### config.mk
export PLATFORM = sky130hd
export DESIGN_NAME = alu_arbiter
export DESIGN_NICKNAME = d
export VERILOG_FILES = /design/src/rtl/alu_arb_pkg.sv /design/src/rtl/rr_arb2.sv /design/src/rtl/alu_arbiter.sv
export SDC_FILE = /design/constraint.sdc
export NUM_CORES = 1
export LEC_CHECK = 0
export CAP_MARGIN = 20
export CORE_ASPECT_RATIO = 1.1
export CORE_MARGIN = 4
export CORE_UTILIZATION = 39
export DETAILED_ROUTE_END_ITERATION = 12
export PLACE_DENSITY = 0.81
export SLEW_MARGIN = 5
export SYNTH_ARGS = -nofsm -noshare
export SYNTH_HDL_FRONTEND = slang
export SYNTH_SLANG_ARGS = --single-unit
### constraint.sdc
create_clock -name clk -period 2.25 [get_ports clk]
set_input_delay 0.5625 -clock clk [delete_from_list [all_inputs] [get_ports clk]]
set_output_delay 0.5625 -clock clk [all_outputs]
set_load 0.01 [all_outputs]
### src/rtl/alu_arb_pkg.sv
// Shared types and constants for the two-requester ALU arbiter.
package alu_arb_pkg;

  typedef enum logic [1:0] {
    IDLE = 2'd0,
    EXEC = 2'd1,
    RESP = 2'd2
  } state_t;

  localparam int CTRL_W     = 2;
  localparam int DATA_W_DEF = 32;
  // Wide enough for the largest legal ALU latency (15).
  localparam int CNT_W      = 4;

endpackage

### src/rtl/rr_arb2.sv
// Two-way round-robin grant: a lone valid requester wins, a tie goes to the
// requester that was not granted last. Grant is one-hot or zero.
module rr_arb2 (
  input  logic [1:0] valid,
  input  logic       last_grant,
  output logic [1:0] grant
);

  always_comb begin
    grant = 2'b00;
    case (valid)
      2'b01:   grant = 2'b01;
      2'b10:   grant = 2'b10;
      2'b11:   grant = last_grant ? 2'b01 : 2'b10;
      default: grant = 2'b00;
    endcase
  end

endmodule

### src/rtl/alu_arbiter.sv
// Shares one external ALU between two requesters, one transaction in flight.
// Define ALU_ARB_PERF_EN to add the per-requester grant_cnt counters.
module alu_arbiter
  import alu_arb_pkg::*;
#(
  parameter int DATA_W  = DATA_W_DEF,
  parameter int ALU_LAT = 1
) (
  input  logic                  clk,
  input  logic                  reset,
  input  logic [1:0]            req_valid,
  output logic [1:0]            req_ready,
  input  logic [2*DATA_W-1:0]   req_a,
  input  logic [2*DATA_W-1:0]   req_b,
  input  logic [2*CTRL_W-1:0]   req_ctrl,
  output logic [1:0]            rsp_valid,
  input  logic [1:0]            rsp_ready,
  output logic [DATA_W-1:0]     rsp_r,
  output logic                  rsp_zero,
  output logic                  rsp_ovf,
  output logic [DATA_W-1:0]     alu_a,
  output logic [DATA_W-1:0]     alu_b,
  output logic [CTRL_W-1:0]     alu_ctrl,
  input  logic [DATA_W-1:0]     alu_r,
  input  logic                  alu_zero,
  input  logic                  alu_ovf,
  output logic                  busy
`ifdef ALU_ARB_PERF_EN
  ,
  output logic [31:0]           grant_cnt
`endif
);

  state_t           state;
  logic             owner;
  logic             last_grant;
  logic [CNT_W-1:0] cnt;
  logic [1:0]       grant;
  logic             hs;
  logic             sel;

  rr_arb2 u_rr (
    .valid      (req_valid),
    .last_grant (last_grant),
    .grant      (grant)
  );

  // Gated by reset so nothing can be accepted on a reset edge.
  assign req_ready = (state == IDLE && !reset) ? grant : 2'b00;
  assign hs        = |(req_valid & req_ready);
  assign sel       = req_ready[1];

  always_ff @(posedge clk) begin
    if (reset) begin
      state      <= IDLE;
      owner      <= 1'b0;
      last_grant <= 1'b1;
      cnt        <= '0;
      rsp_valid  <= 2'b00;
      rsp_r      <= '0;
      rsp_zero   <= 1'b0;
      rsp_ovf    <= 1'b0;
      alu_a      <= '0;
      alu_b      <= '0;
      alu_ctrl   <= '0;
      busy       <= 1'b0;
    end else begin
      case (state)
        IDLE: begin
          if (hs) begin
            alu_a      <= sel ? req_a[2*DATA_W-1:DATA_W] : req_a[DATA_W-1:0];
            alu_b      <= sel ? req_b[2*DATA_W-1:DATA_W] : req_b[DATA_W-1:0];
            alu_ctrl   <= sel ? req_ctrl[2*CTRL_W-1:CTRL_W] : req_ctrl[CTRL_W-1:0];
            owner      <= sel;
            last_grant <= sel;
            cnt        <= CNT_W'(ALU_LAT);
            busy       <= 1'b1;
            state      <= EXEC;
          end
        end
        EXEC: begin
          // Counter sits at zero for one cycle so the ALU has had ALU_LAT
          // full cycles of stable operands before its outputs are sampled.
          if (cnt == '0) begin
            rsp_r     <= alu_r;
            rsp_zero  <= alu_zero;
            rsp_ovf   <= alu_ovf;
            rsp_valid <= owner ? 2'b10 : 2'b01;
            state     <= RESP;
          end else begin
            cnt <= cnt - 1'b1;
          end
        end
        RESP: begin
          if (rsp_ready[owner]) begin
            rsp_valid <= 2'b00;
            busy      <= 1'b0;
            state     <= IDLE;
          end
        end
        default: begin
          state <= IDLE;
          busy  <= 1'b0;
        end
      endcase
    end
  end

`ifdef ALU_ARB_PERF_EN
  logic [1:0][15:0] perf_cnt;

  for (genvar i = 0; i < 2; i++) begin : g_perf
    always_ff @(posedge clk) begin
      if (reset)
        perf_cnt[i] <= '0;
      else if (req_valid[i] && req_ready[i] && perf_cnt[i] != 16'hFFFF)
        perf_cnt[i] <= perf_cnt[i] + 16'd1;
    end
  end

  assign grant_cnt = perf_cnt;
`endif

endmodule

; Word level (Yosys, flattened, before mapping)
; Cells that the tools add are included.
[totals]
register_bits = 111
inputBits = 172
word_cells = 59
[op_classes]
n_addsub = 1
order_cmp = 1
eq_ne = 9
n_mux = 21
n_bitwise = 2
reduce_logical = 13
[op_table]
columns = operator, n
row1 = 32-bit 2-to-1 mux, 2
row2 = 2-bit 2-to-1 mux, 8
row3 = 2-bit case mux with 3 select lines, 2
row4 = 3-bit AND reduction, 4
row5 = 4-bit 2-to-1 mux, 2
row6 = "2-bit inequality test, second input constant", 4
row7 = 4-bit case mux with 2 select lines, 1
row8 = "2-bit equality test, second input constant", 3
row9 = "2-bit by 1-bit equality test with 1-bit output, second input constant", 2
row10 = 4-bit zero test, 1
row11 = 1-bit 2-to-1 mux, 4
row12 = 2-bit case mux with 2 select lines, 1
row13 = 2-bit AND reduction, 2
row14 = 2-bit nonzero test, 2
row15 = "4-bit by 1-bit subtractor with 4-bit output, second input constant", 1
row16 = 1-bit case mux with 3 select lines, 1
row17 = 2-bit bitwise AND, 1
row18 = 2-bit zero test, 1
row19 = "1-bit by 2-bit less-than comparator with 1-bit output, second input constant", 1
row20 = 2-bit OR reduction, 1
row21 = 1-bit logical AND, 1
row22 = 1-bit zero test, 1
row23 = 1-bit NOT, 1

; Longest topological paths before layout
; Gate-level depths: netlist of run 1.
[depth]
ltp_word = 7
ltp_mapped = 7
depth_no_buf = 5

; Modules after synthesis
; From an unflattened synthesis of run 1, not the netlist that was laid out.
[hier_totals]
cells_unflattened = 601
hier_area_um2 = 5063.6
[by_module_without_submodules]
columns = module, n_inst, cells_each, area_each_um2, seq_area_each_um2
row1 = alu_arbiter, 1, 598, 5044.8, 2222.1
row2 = rr_arb2, 1, 3, 18.8, 0.0

; Least setup slack after synthesis of run 1
; No wires, ideal clock.
[synth_timing]
path_kind = input port to output port
start = input reset
end = output req_ready[0]
arrival_ns = 1.369
required_time_ns = 1.688
path_slack_ns = 0.319
cell_stages = 4
n_path_buf = 1
cell_sequence = buf_2 > nor3_1 > o21ai_1 > nor2_1
[synth_via]
elab_chain_len = 3
[synth_lines]
columns = item, line_no
row1 = "start, declared", alu_arbiter.sv:10  ; input logic reset,
row2 = 1-bit zero test, alu_arbiter.sv:49  ; assign req_ready = (state == IDLE && !reset) ? grant : 2'b00;
row3 = 1-bit logical AND, alu_arbiter.sv:49
row4 = 2-bit 2-to-1 mux, alu_arbiter.sv:49
row5 = "end, declared", alu_arbiter.sv:12  ; output logic [1:0] req_ready,
; Every way passes these cells.

; Final worst setup path of run 1
; Ends and elaborated chain as after synthesis.

==> reports/summary.txt, run 1 <==
Combinational Power Share - 31.4%
Largest net degree at the start of global routing - 65
IO Port Bufs - 276
Pleak - 0.003354 µW
Core box area - 12,190 µm²
CP Class - in2out
Hold buffers post-CTS - 0
Num rows - 42
Final setup skew - 0.008725 ns
CP Launch Type - input pin
Seq/Total Area, Yosys - 45.18%
Clock Tree Root - clkbuf_16
Antenna violations before repair - 0
Arr. time, crit path - 1.58 ns
Sequential Power Share - 41.5%
Clock power frac - 27.1%
Highest Clock Rate - 466.0 MHz
Finished layout cell area - 8200 µm²
Status - completed
Max-cap violations - 0
Die Ht - 125.8 µm
Clock Path Buffers - 2
Die area - 14,470 µm²
Routed len/inst - 16.88 µm
Yosys reg bits - 111
H-Tree Depth - 3
Final period util - 95.38%
Nets - 962
WP data required - 1.69 ns
EDFF count, synth - 0
Global-route wire length before repair - 24,840 µm
Ant. Diodes - 0
Synth unique cells - 36
Detailed Place HPWL - 12,730 µm
Synth Net Count - 680
Initial core utilization - 40.34%
Cell area after placement - 7894 µm²
DR iter-0 viols - 170
Final core utilization - 67.26%
GRT Residual Overflow - 0
Via count - 4,791
Total number of yosys warnings - 0
Slew HR - 69.19%
Layout Area Growth over Synthesis - 66.73%
Area of the mapped netlist - 4918 µm²
Min-Delay Path Class - reg2reg
Maximum vdd ir drop - 0.0003845 V
Reg clk slew, reported paths - 0.07 ns
Commonest non-fill, non-tap cells in the layout - clkdlybuf4s50_1, mux2i_1, dfxtp_1
Max-slew violations - 0
RSZ-0062 raised after global routing - no
GRT Util Overall - 21.17%
Vias in the first global route - 5,082
Fin crit period - 2.146 ns
Die X - 115.1 µm
Mapped Cells - 507
Internal power - 4031 µW
Switch Pwr - 1612 µW
Power Density - 688.2 nW/µm²
Final setup viols - 0
Worst Tran Pin Value - 0.4621 ns
# IOs - 277
Drt pass-1 iters - 4
CTS tree - yes
WL final - 16,000 µm
TritonCTS Buffers - 9
CP Capture Type - output pin
Synth async-reset ratio - 0%
Main flop type after synthesis - dfxtp_1
Clock latency on the worst-skew pair - 0.34 ns
Switching share of power - 28.57%
GP Congestion - 0.7793
CP Max Fanout - 2
Commonest non-fill, non-tap cell in the layout - clkdlybuf4s50_1
CTS Sinks - 111
Final Hold Fails - 0
Layout cell share with drive strength beyond 1 - 7.809%
Antenna viol nets, final - 0
Synth Area per Inst - 9.701 µm²
DR vias/cell - 5.054
DRC - 0
-- routing by layer --
layer	routed length (µm)	GRT usage [%]	part of all wire [%]
met1	5825	22.11	36
met2	8440	39.75	53
met3	1413	6.766	8.8
met4	318	6.215	2.0
met5	0	0	0
-- area by class of cell --
cell class	count	area, µm²
Sequential cell	111	2222
Fill cell	975	3991
Multi-Input combinational cell	345	2395
Clock inverter	3	26.28
Inverter	8	30.03
Timing Repair Buffer	314	3074
Clock buffer	13	260.3
Tap cell	154	192.7
-- final timing paths --
check	from	to	slack (ns)	cells past startpoint
worst min-delay path	alu_b[11]	alu_b[11]	0.46	2
worst max-delay path	reset	req_ready[0]	0.10	7
worst max register to register	state[1]	alu_b[3]	0.54	5
worst min register to register	alu_b[11]	alu_b[11]	0.46	2
-- cells in the mapped netlist (2+ instances only) --
master    instances  share of area [%]
o31ai_1           3               0.46
mux2i_1         129                 26
o32ai_1           3               0.53
nand2_1          69                5.3
nor3_1            3               0.31
a21boi_0          2               0.31
buf_6             4               0.92
o21ai_0          38                3.9
inv_1             7               0.53
nand2b_1          2               0.25
dfxtp_1         111                 45
o221ai_1          3               0.53
nor2_1            2               0.15
or4_1             2               0.31
buf_2             8               0.81
buf_12            5                2.0
buf_4             3               0.46
clkbuf_1         20                1.5
nand3_1          36                3.7
buf_1             3               0.23
a21oi_1          39                4.0
-- logic make-up after synthesis --
group                      Yosys count  share of synthesized area (%)
and+or+nand+nor                    121                          11.12
AOI/OAI and AO/OA                   94                          10.61
buffers and inverters               51                          6.589
muxes                              129                          26.25
DFF                                111                          45.18
adders and majority gates            1                         0.2543
-- power groups by stage --
stage / clock network, µW / registers, µW / logic [µW]
2_1_floorplan: 0 / 2480 / 696
3_5_place_dp: 0 / 2390 / 1780
3_3_place_gp: 0 / 2370 / 1730
4_1_cts: 1550 / 2340 / 1790
6_report: 1530 / 2340 / 1770
5_1_grt: 1640 / 2370 / 1910
-- repair_timing --
| item | 4_1_cts | 5_1_grt |
|---|---|---|
| cloned | 0 | 0 |
| hold endpoints to repair | 0 | 0 |
| pin swaps | 2 | 0 |
| setup endpoints to repair | 2 | 1 |
| resized for setup | 10 | 1 |
| buffers inserted | 3 | 0 |
-- stage by stage --
step           TNS, ns  total power, µW  instances  hold slack (ns)  worst slack [ns]
3_5_place_dp    -1.328             4162        929           0.4485           -0.4280
5_1_grt              0             5920        948           0.4726           0.03079
3_3_place_gp   -0.6285             4105        929           0.4423           -0.3301
4_1_cts              0             5689        948           0.4584           0.02741
2_1_floorplan        0             3175        507           0.4542            0.3188
6_report             0             5643        948           0.4552            0.1039
-- critical path: stages --
cell and delay [ns]:
dlygate4sd2_1 0.25, nor3_2 0.21, buf_4 0.14, buf_4 0.10
o21ai_1 0.09, nor2_1 0.11, buf_2 0.13
-- registers in the layout, indices dropped and copies added (netlist names) --
register    cells
alu_b          32
last_grant      1
rsp_zero        1
busy            1
owner           1
cnt             4
state           2
rsp_ovf         1
rsp_valid       2
alu_ctrl        2
alu_a          32
rsp_r          32
Power figures use the tool's default switching activity.
==> run 2, diff against run 1 <==
--- a/config.mk
+++ b/config.mk
@@ -8,9 +8,9 @@
 export CAP_MARGIN = 20
 export CORE_ASPECT_RATIO = 1.1
 export CORE_MARGIN = 4
-export CORE_UTILIZATION = 39
+export CORE_UTILIZATION = 40
 export DETAILED_ROUTE_END_ITERATION = 12
-export PLACE_DENSITY = 0.81
+export DONT_BUFFER_PORTS = 1
 export SLEW_MARGIN = 5
 export SYNTH_ARGS = -nofsm -noshare
 export SYNTH_HDL_FRONTEND = slang
==> run 2 against run 1 <==
Net effect: sequential share of layout area is 16 points higher; clock power is 3% lower; die area is 2.3% lower; largest cell class is now multi-input gates; largest power group unchanged.
==> reports/summary.txt, run 2 (synthesized netlist as in run 1, its figures left out) <==
CTS Sinks - 111 (unchanged)
Die area - 14,140 µm² (-2.3%)
Routed len/inst - 18.95 µm (+12%)
Final setup skew - 0.008793 ns (+0.00006764 ns)
Clock latency on the worst-skew pair - 0.33 ns (about the same)
Antenna viol nets, final - 0 (unchanged)
IO Port Bufs - 0 (-100%)
Fillers - 1,142 (+17%)
Die X - 113.7 µm (-1.2%)
Clock Path Buffers - 2 (unchanged)
Highest Clock Rate - 480.6 MHz (+3.1%)
Min-Delay Path Class - in2reg
Core box area - 12,030 µm² (-1.3%)
Via count - 3,603 (-25%)
CTS tree - yes
Post-cts sizing count - 0 (-10)
GP Congestion - 0.7298 (-6.4%)
Setup TNS - 0 ns (unchanged)
Largest net degree at the start of global routing - 67 (+3.1%)
Met3 GRT Util - 6.268% (-0.50 points)
Arr. time, crit path - 1.52 ns (-0.06 ns)
DR vias/cell - 5.612 (+11%)
Maximum vdd ir drop - 0.0003288 V (-15%)
Global-route wire length before repair - 18,770 µm (-24%)
Reg clk slew, reported paths - 0.07 ns (about the same)
WL final - 12,170 µm (-24%)
Antenna violations before repair - 0 (unchanged)
GRT Residual Overflow - 0 (unchanged)
Vias in the first global route - 3,665 (-28%)
Pleak - 0.002161 µW (-36%)
DR iter-0 viols - 140 (-18%)
Final setup viols - 0 (unchanged)
H-Tree Depth - 3 (unchanged)
Status - completed
Max-slew violations - 0 (unchanged)
Final Hold Fails - 0 (unchanged)
CP Class - reg2out
CP Launch Type - register
Initial core utilization - 40.87% (+0.53 points)
GR Layer Usage met2 - 29.19% (-11 points)
Most Crowded Layer GR - met2
Cell area after placement - 4936 µm² (-37%)
Worst Tran Pin Value - 0.6444 ns (+0.1823 ns)
Finished layout cell area - 5214 µm² (-36%)
Post-CTS setup buffers - 0 (-3)
Nets - 657 (-32%)
WP data required - 1.69 ns (about the same)
Num rows - 42 (unchanged)
Drt pass-1 iters - 4 (unchanged)
M1 GR Usage - 17.39% (-4.7 points)
Ant. Diodes - 0 (unchanged)
Fin crit period - 2.081 ns (-0.06516 ns)
RSZ-0062 raised after global routing - no
Hold buffers post-CTS - 0 (unchanged)
Detailed Place HPWL - 8893 µm (-30%)
CP Max Fanout - 8 (+6)
TritonCTS Buffers - 9 (unchanged)
Layout cell share with drive strength beyond 1 - 5.943% (-1.9 points)
Commonest non-fill, non-tap cells in the layout - mux2i_1, dfxtp_1, nand2_1
Max-cap violations - 0 (unchanged)
CP Capture Type - output pin
Commonest non-fill, non-tap cell in the layout - mux2i_1
# IOs - 277 (unchanged)
Power Density - 912.0 nW/µm² (+33%)
DRC - 0 (unchanged)
Layout Area Growth over Synthesis - 6.004%
Clock Tree Root - clkbuf_16
GRT Util Overall - 16.31% (-4.9 points)
Slew HR - 56.84% (-12 points)
Die Ht - 124.3 µm (-1.2%)
Final period util - 92.49% (-2.9 points)
Largest registers - alu_a: 32 flops, alu_b: 32 flops, rsp_r: 32 flops
run 2: cell types whose count changed in the layout (fill, tap and decap cells not counted), sizes merged:
cell           before  now
clkinv              2    1
inv                 9   10
clkbuf             14   12
buf                39    9
dlygate4sd2         1    0
clkdlybuf4s50     273    0
run 2: worst max-delay path: stages, from the launching register on:
cell	delay (ns)
dfxtp_1	0.39
nor3_2	0.30
o21ai_1	0.23
nor2_1	0.27
run 2: routing by layer:
layer  share of wire (%)  routed length (µm)  vias to the layer above
li1                    -                   -                     1736
met1                  36                4434                     1685
met2                  52                6299                      168
met3                  10                1233                       14
met4                 1.6                 197                        0
met5                   0                   0                        -
run 2: final timing paths:
path,cells after the start,endpoint,from,slack (ns)
worst min register to register,2,alu_a[2],alu_a[2],0.51
worst max-delay path,3,req_ready[0],state[1],0.17
worst min-delay path,1,rsp_r[9],reset,0.29
worst max register to register,6,rsp_valid[1],cnt[0],0.41
run 2: power breakdown:
group | leakage [µW] | switching (µW) | internal [µW]
clock network | 0.000134 | 692 | 788
logic | 0.00111 | 443 | 327
registers | 0.000915 | 293 | 2210
run 2: layout make-up:
class / instances / area [µm²] / area share, %
Clock buffer: 12 / 246.5 / 4.728
Clock inverter: 3 / 26.28 / 0.5040
Inverter: 8 / 30.03 / 0.5760
Multi-Input combinational cell: 345 / 2391 / 45.86
Sequential cell: 111 / 2222 / 42.62
Tap cell: 154 / 192.7 / 3.696
Timing Repair Buffer: 9 / 105.1 / 2.016
run 2: through the flow:
stage | std cells | hold WS, ns | util, % | worst slack [ns] | total power (µW)
after global placement | 627 | 0.4921 | 41.02 | 0.3197 | 3297
after floorplan | 507 | 0.4542 | - | 0.3188 | 3175
final | 642 | 0.2863 | 43.33 | 0.1691 | 4755
after detailed placement | 627 | 0.4960 | 41.02 | 0.2764 | 3337
after CTS | 642 | 0.2712 | 43.28 | 0.005935 | 4829
after global routing | 642 | 0.2643 | 43.33 | 0.04901 | 5014
==> run 3, diff against run 2 <==
--- a/config.mk
+++ b/config.mk
@@ -5,6 +5,7 @@
 export SDC_FILE = /design/constraint.sdc
 export NUM_CORES = 1
 export LEC_CHECK = 0
+export ABC_AREA = 0
 export CAP_MARGIN = 20
 export CORE_ASPECT_RATIO = 1.1
 export CORE_MARGIN = 4
==> results of run 3 <==
Same layout as run 2: the final DEF is identical, and so are final timing and power.
